$ cat config.mk
export PLATFORM = sky130hd
export DESIGN_NAME = pipe_stage_reg
export DESIGN_NICKNAME = d
export VERILOG_FILES = /design/src/rtl/pipe_stage_reg.sv
export SDC_FILE = /design/constraint.sdc
export NUM_CORES = 1
export LEC_CHECK = 0
export ABC_AREA = 1
export CORE_ASPECT_RATIO = 1.2
export CORE_MARGIN = 4
export CORE_UTILIZATION = 52
export CTS_BUF_LIST = sky130_fd_sc_hd__clkbuf_8
export DETAILED_ROUTE_END_ITERATION = 8
export PLACE_DENSITY = 0.84
export SLEW_MARGIN = 20
export SYNTH_ARGS = -nofsm -noshare
export SYNTH_HDL_FRONTEND = slang
export SYNTH_SLANG_ARGS = --single-unit
$ cat constraint.sdc
create_clock -name clock -period 1.9 [get_ports clock]
set_input_delay 0.38 -clock clock [delete_from_list [all_inputs] [get_ports clock]]
set_output_delay 0.38 -clock clock [all_outputs]
set_load 0.01 [all_outputs]
$ cat src/rtl/pipe_stage_reg.sv
// Handshaked pipeline register with a 2-entry skid buffer, synchronous flush
// and a saturating stall-cycle counter. in_ready is decoded from state only.
module pipe_stage_reg #(
  parameter int unsigned           WIDTH       = 32,
  parameter logic [WIDTH-1:0]      RESET_VALUE = '0,
  parameter int unsigned           CNT_WIDTH   = 16
) (
  input  logic                 clock,
  input  logic                 rst,
  input  logic                 flush,
  input  logic                 clr_stats,
  input  logic                 in_valid,
  output logic                 in_ready,
  input  logic [WIDTH-1:0]     in_data,
  output logic                 out_valid,
  input  logic                 out_ready,
  output logic [WIDTH-1:0]     out_data,
  output logic [1:0]           occupancy,
  output logic [CNT_WIDTH-1:0] stall_cnt
);

  // Encoding doubles as the occupancy count.
  typedef enum logic [1:0] {
    EMPTY = 2'd0,
    ONE   = 2'd1,
    FULL  = 2'd2
  } state_e;

  localparam logic [CNT_WIDTH-1:0] CNT_MAX = '1;

  state_e                 state_q, state_d;
  logic [WIDTH-1:0]       main_q,  main_d;
  logic [WIDTH-1:0]       skid_q,  skid_d;
  logic [CNT_WIDTH-1:0]   cnt_q,   cnt_d;

  logic in_fire, out_fire, stall;

  assign out_valid = (state_q != EMPTY);
  assign in_ready  = (state_q != FULL);
  assign in_fire   = in_valid & in_ready;
  assign out_fire  = out_valid & out_ready;
  assign stall     = out_valid & ~out_ready;

  assign out_data  = main_q;
  assign occupancy = 2'(state_q);
  assign stall_cnt = cnt_q;

  always_comb begin
    state_d = state_q;
    main_d  = main_q;
    skid_d  = skid_q;
    if (flush) begin
      // Bubble insertion: drop held entries and this cycle's input transfer.
      state_d = EMPTY;
      main_d  = RESET_VALUE;
      skid_d  = RESET_VALUE;
    end else begin
      unique case (state_q)
        EMPTY: begin
          if (in_fire) begin
            state_d = ONE;
            main_d  = in_data;
          end
        end
        ONE: begin
          if (in_fire && out_fire) begin
            main_d = in_data;
          end else if (in_fire) begin
            state_d = FULL;
            skid_d  = in_data;
          end else if (out_fire) begin
            state_d = EMPTY;
          end
        end
        FULL: begin
          if (out_fire) begin
            state_d = ONE;
            main_d  = skid_q;
          end
        end
        default: state_d = EMPTY;
      endcase
    end
  end

  always_comb begin
    cnt_d = cnt_q;
    if (clr_stats)
      cnt_d = '0;
    else if (stall && (cnt_q != CNT_MAX))
      cnt_d = cnt_q + 1'b1;
  end

  always_ff @(posedge clock) begin
    if (rst) begin
      state_q <= EMPTY;
      main_q  <= RESET_VALUE;
      skid_q  <= RESET_VALUE;
      cnt_q   <= '0;
    end else begin
      state_q <= state_d;
      main_q  <= main_d;
      skid_q  <= skid_d;
      cnt_q   <= cnt_d;
    end
  end

  // Downstream may rely on a held payload while it back-pressures.
  a_hold_stable: assert property (@(posedge clock) disable iff (rst)
    (out_valid && !out_ready && !flush) |=> $stable(out_data));

  a_occ_legal: assert property (@(posedge clock) disable iff (rst)
    occupancy != 2'd3);

endmodule
# ---- Word-level counts from Yosys, hierarchy flattened
# Cells that the tools add are included.
dict set report totals {
  output_inout_bits 52
  regBits 82
  wordCells 39
  input_bits 38
}
dict set report op_classes {
  muxes 10
  n_reduce_logical 10
  n_addsub 1
  eq_ne 9
  n_bitwise 5
}
# cell count
set ops {}
lappend ops {{32-bit 2-to-1 mux} 3}
lappend ops {{32-bit one-hot mux with 3 select lines} 1}
lappend ops {{16-bit by 1-bit adder with 16-bit output (second input constant)} 1}
lappend ops {{16-bit inequality test (second input constant)} 1}
lappend ops {{2-bit 2-to-1 mux} 5}
lappend ops {{2-bit inequality test (second input constant)} 5}
lappend ops {{4-bit AND reduction} 2}
lappend ops {{2-bit one-hot mux with 3 select lines} 1}
lappend ops {{2-bit OR reduction} 2}
lappend ops {{1-bit bitwise AND} 3}
lappend ops {{3-bit inequality test (second input constant)} 1}
lappend ops {{3-bit AND reduction} 1}
lappend ops {{3-bit nonzero test} 1}
lappend ops {{2-bit by 1-bit == test with 1-bit output (second input constant)} 1}
lappend ops {{2-bit == test (second input constant)} 1}
lappend ops {{1-bit logical AND} 2}
lappend ops {{2-bit logical NOT} 1}
lappend ops {{1-bit NOT} 2}
lappend ops {{2-bit nonzero test} 1}

# ---- Logic depth before layout (Yosys ltp)
dict set report depth {
  ltp_word 6
  ltp_mapped 10
  mapped_depth_nobuf 10
}

# ---- Least setup slack after synthesis
# Ideal clock, no wire load.
dict set report synth_path {
  path_kind {reg-to-reg}
  from {register cnt_q[0] (netlist: stall_cnt[0])}
  to {register cnt_q[14] (netlist: stall_cnt[14])}
  setup_slack_ns 0.482
  synth_period_minus_slack_ns 1.418
  path_stages_with_launch 10
  required_time_ns 1.787
  setup_ns 0.113
  path_buffers 1
  arrival_time_ns 1.305
  cell_sequence {dfxtp_1 ha_1 nand3_2 nor2_4 nand2_2 buf_6 nand3_2 nand2_1 nand2_1 nor2_1}
}
dict set report synth_between {
  elab_chain_cells 2
  elab_cells_between_ends 3
  classes_between {1 x add/sub; 1 x eq/ne; 1 x reduce/logical}
}
# item line_no
set synth_lines {}
lappend synth_lines {{start, declared} 34} ;# logic [CNT_WIDTH-1:0] cnt_q, cnt_d;
lappend synth_lines {{start signal, assigned} 104} ;# cnt_q <= cnt_d;
lappend synth_lines {{parallel branches: the longest is 2 deep, another holds 16-bit by 1-bit adder with 16-bit output} --}
# Several ways; the timed one is not identified.
# A chain may end at the register's enable or synchronous reset.

# ---- Final worst setup path
dict set report layout_path {
  from {register cnt_q[12] (netlist: stall_cnt[12])}
  to {output stall_cnt[12]}
}
# item line_no
set layout_rtl {}
lappend layout_rtl {{end, declared} 19} ;# output logic [CNT_WIDTH-1:0] stall_cnt
# No word-level cell between the ends.

==> flow_metrics.py <==
metrics = {
    "sta": {
        "fin_crit_period_ns": 1.74,
        "post_route_fraction_of_the_period_consumed_by_the_critical_path_pct": 91.7,
        "postLayoutSetupSlackWorst_ns": 0.157,
        "final-setup-viol-count": 0,
        "timing_worst_slew_pin_value_ns": 0.361,
        "setup_repair_after_global_routing_missed_its_margin": "no",
        "fmax_ghz": 0.574,
        "timing_hold_violations_final": 0,
        "max_slew_margin_pct": 75.9,
        "timing.setup.tns_ns": 0,
        "number_of_max_slew_violations_in_the_final_report": 0,
        "finClkSkew_ns": 0.0112,
    },
    "floorplanning": {
        "boundaryPins": 90,
        "initial_core_util_pct": 54.1,
        "fp-row-count": 34,
        "fp.dieH_um": 104,
        "core_region_area_mm2": 0.00732,
        "die_w_um": 87.7,
        "dieArea_mm2": 0.00908,
    },
    "synth": {
        "yosys.area_share.simple_pct": 29.0,
        "synth_adder_area_share_pct": 0.316,
        "avgSynthCellArea_um2": 7.53,
        "synth_top_family_by_area": "simple AND/OR/NAND/NOR gates",
        "ys_dominant_reg_cell": "sky130_fd_sc_hd__dfxtp_1",
        "ys_async_sr_fraction_pct": 0,
        "yosys-mux-area-fraction_pct": 0,
        "synth.lib_cells_used.distinct": 32,
        "synth-edff-count": 0,
        "syn-num-nets": 565,
        "syn_inst": 526,
        "yosys_register_bits": 82,
        "post_synth_instance_area_mm2": 0.00396,
        "synthesis.yosys.warnings": 0,
        "synth_xor_area_share_pct": 0.221,
        "ys_seq_area_share_pct": 41.5,
        "synth-compound-area-share_pct": 18.3,
    },
    "placement": {
        "gp_congestion": 0.853,
        "detailed_place_hpwl_um": 6440,
        "detailedPlace.worstSlack_ns": 0.0235,
        "port_buffers": 89,
        "place_inst": 686,
        "place_area_mm2": 0.00487,
    },
    "worst_setup_path": {
        "cpMaxStageDelayCell": "sky130_fd_sc_hd__clkdlybuf4s50_1",
        "critPathCaptureType": "primary output",
        "worst_setup_sp_type": "flop",
        "worst-path-buf-inv": 1,
        "r2r.worst_path.cells": 9,
        "critical_path.top_delay_family": "buffers and inverters",
        "crit_arrival_ns": 1.36,
        "critical_path_class": "reg2out",
        "max_stage_delay_ns": 0.58,
        "crit_fanout": 5,
        "timing.critical_path.cells": "clkdlybuf4s50_1",
        "cp.depth": 1,
        "required_ns": 1.52,
    },
    "power_and_ir_drop": {
        "leakagePower_nw": 1.93,
        "vdd_drop_max_uv": 468,
        "power-per-cell-area_mw_per_mm2": 715,
    },
    "routing": {
        "detail_route.wl_per_cell_um": 13.1,
        "dr_total_vias": 3565,
        "routed_wirelength_um": 9190,
        "postRouteAntennaNets": 0,
        "drc_viols": 0,
        "first_iter_violations": 195,
        "routed_via_density": 5.08,
        "drt_pre_antenna_iters": 4,
    },
    "finish": {
        "layout-area-overhead-vs-synth_pct": 29.2,
        "final_net_count": 646,
        "insertedDiodeCount": 0,
        "layout_cell_share_with_drive_strength_beyond_1_pct": 16.5,
        "layout.cells.most_common_list": "129 x sky130_fd_sc_hd__nand2_1, 87 x sky130_fd_sc_hd__clkdlybuf4s50_1, 80 x sky130_fd_sc_hd__dfxtp_1",
        "postLayoutCoreUtil_pct": 69.9,
        "mostFrequentLayoutCell": "sky130_fd_sc_hd__nand2_1",
        "final-instance-count-excl-fill": 702,
        "fill_cells": 588,
        "finalInstanceArea_mm2": 0.00511,
    },
    "cts": {
        "tritoncts": "built",
        "clkSlewWorstSetupHoldPaths_ns": 0.08,
        "clock_tree.buffer_depth": 2,
        "htreeDepth": 3,
        "numCtsBuffers": 9,
        "insertion_delay_ns": 0.35,
        "postCtsHoldBufs": 0,
        "cts_sinks": 82,
        "cts_root_buffer": "sky130_fd_sc_hd__clkbuf_8",
    },
    "global_route": {
        "grt_remaining_overflow": 0,
        "antenna_violations_before_repair": 0,
        "grt_max_degree": 67,
        "grt_util_all_layers_pct": 20.8,
        "grt_pass1_vias": 3379,
        "grt_first_pass_wirelength_um": 15500,
    },
    "flow_run": {
        "cap_violations": 0,
    },
    "outcome": {
        "status": "complete, no violations",
    },
    "min_path": {
        "min_path_type": "reg2reg",
        "whs_path_depth": 2,
    },
}
==> timing repair <==
| item | 4_1_cts | 5_1_grt |
|---|---|---|
| resized for setup | 4 | 1 |
| endpoints found under the setup margin | 3 | 1 |
| pin swaps | 0 | 0 |
| setup buffers | 0 | 0 |
==> per-stage QoR <==
step,power (mW),hold WS [ns]
floorplan,2.03,0.434
global placement,2.18,0.445
detailed placement,2.19,0.448
CTS,3.69,0.465
global route,3.78,0.484
finish,3.66,0.461
==> cell type report <==
type / count / area [um^2] / share of cell area, %
Inverter: 57 / 224 / 4.38
Clock inverter: 7 / 116 / 2.27
Clock buffer: 9 / 124 / 2.42
Sequential cell: 82 / 1650 / 32.2
Multi-Input combinational cell: 359 / 1890 / 37.0
Timing Repair Buffer: 98 / 997 / 19.5
Tap cell: 90 / 113 / 2.20
==> path summary, 6_finish.rpt <==
path	to	startpoint	slack, ns
worst max register to register	stall_cnt[0]	stall_cnt[0]	0.27
worst min-delay path	skid_q[25]	skid_q[25]	0.46
worst max-delay path	stall_cnt[12]	stall_cnt[12]	0.16
worst min register to register	skid_q[25]	skid_q[25]	0.46
==> layer usage <==
layer	up-vias	track usage [%]	routed length (um)
met3	16	3.97	479
li1	1838	-	-
met5	-	0	0
met4	0	6.91	180
met2	98	34.4	4440
met1	1613	26.7	4090
==> registers in the layout, summed over array words and instances, names as in the netlist <==
name,flops
out_data,32
skid_q,32
stall_cnt,16
occupancy,2
==> Yosys cell counts, types with 3 or more instances <==
master	instances	share of area, %
sky130_fd_sc_hd__a211oi_1	28	5.3
sky130_fd_sc_hd__inv_1	51	4.8
sky130_fd_sc_hd__nand2_1	129	12
sky130_fd_sc_hd__o21ai_0	31	3.9
sky130_fd_sc_hd__inv_2	4	0.38
sky130_fd_sc_hd__nor2_1	60	5.7
sky130_fd_sc_hd__buf_2	13	1.6
sky130_fd_sc_hd__nand4_1	3	0.47
sky130_fd_sc_hd__dfxtp_1	82	41
sky130_fd_sc_hd__nand3_2	4	1.0
sky130_fd_sc_hd__buf_6	6	1.7
sky130_fd_sc_hd__a21oi_2	30	6.6
sky130_fd_sc_hd__a21oi_1	15	1.9
sky130_fd_sc_hd__nand2_2	23	3.6
sky130_fd_sc_hd__nand3_1	19	2.4
sky130_fd_sc_hd__clkbuf_1	5	0.47
==> power breakdown <==
group | internal (mW) | switching [mW] | total (mW)
Combinational | 0.183 | 0.203 | 0.386
Sequential | 1.75 | 0.0179 | 1.76
Clock | 0.873 | 0.634 | 1.51
==> logic make-up after synthesis <==
| kind of cell | after synthesis |
|---|---|
| DFF | 82 |
| xor gates and xnor gates | 1 |
| AOI/OAI and AO/OA | 106 |
| buffers and inverters | 85 |
| and+or+nand+nor | 251 |
| adders and majority gates | 1 |
Note: power is estimated with default switching activity, not from simulation.
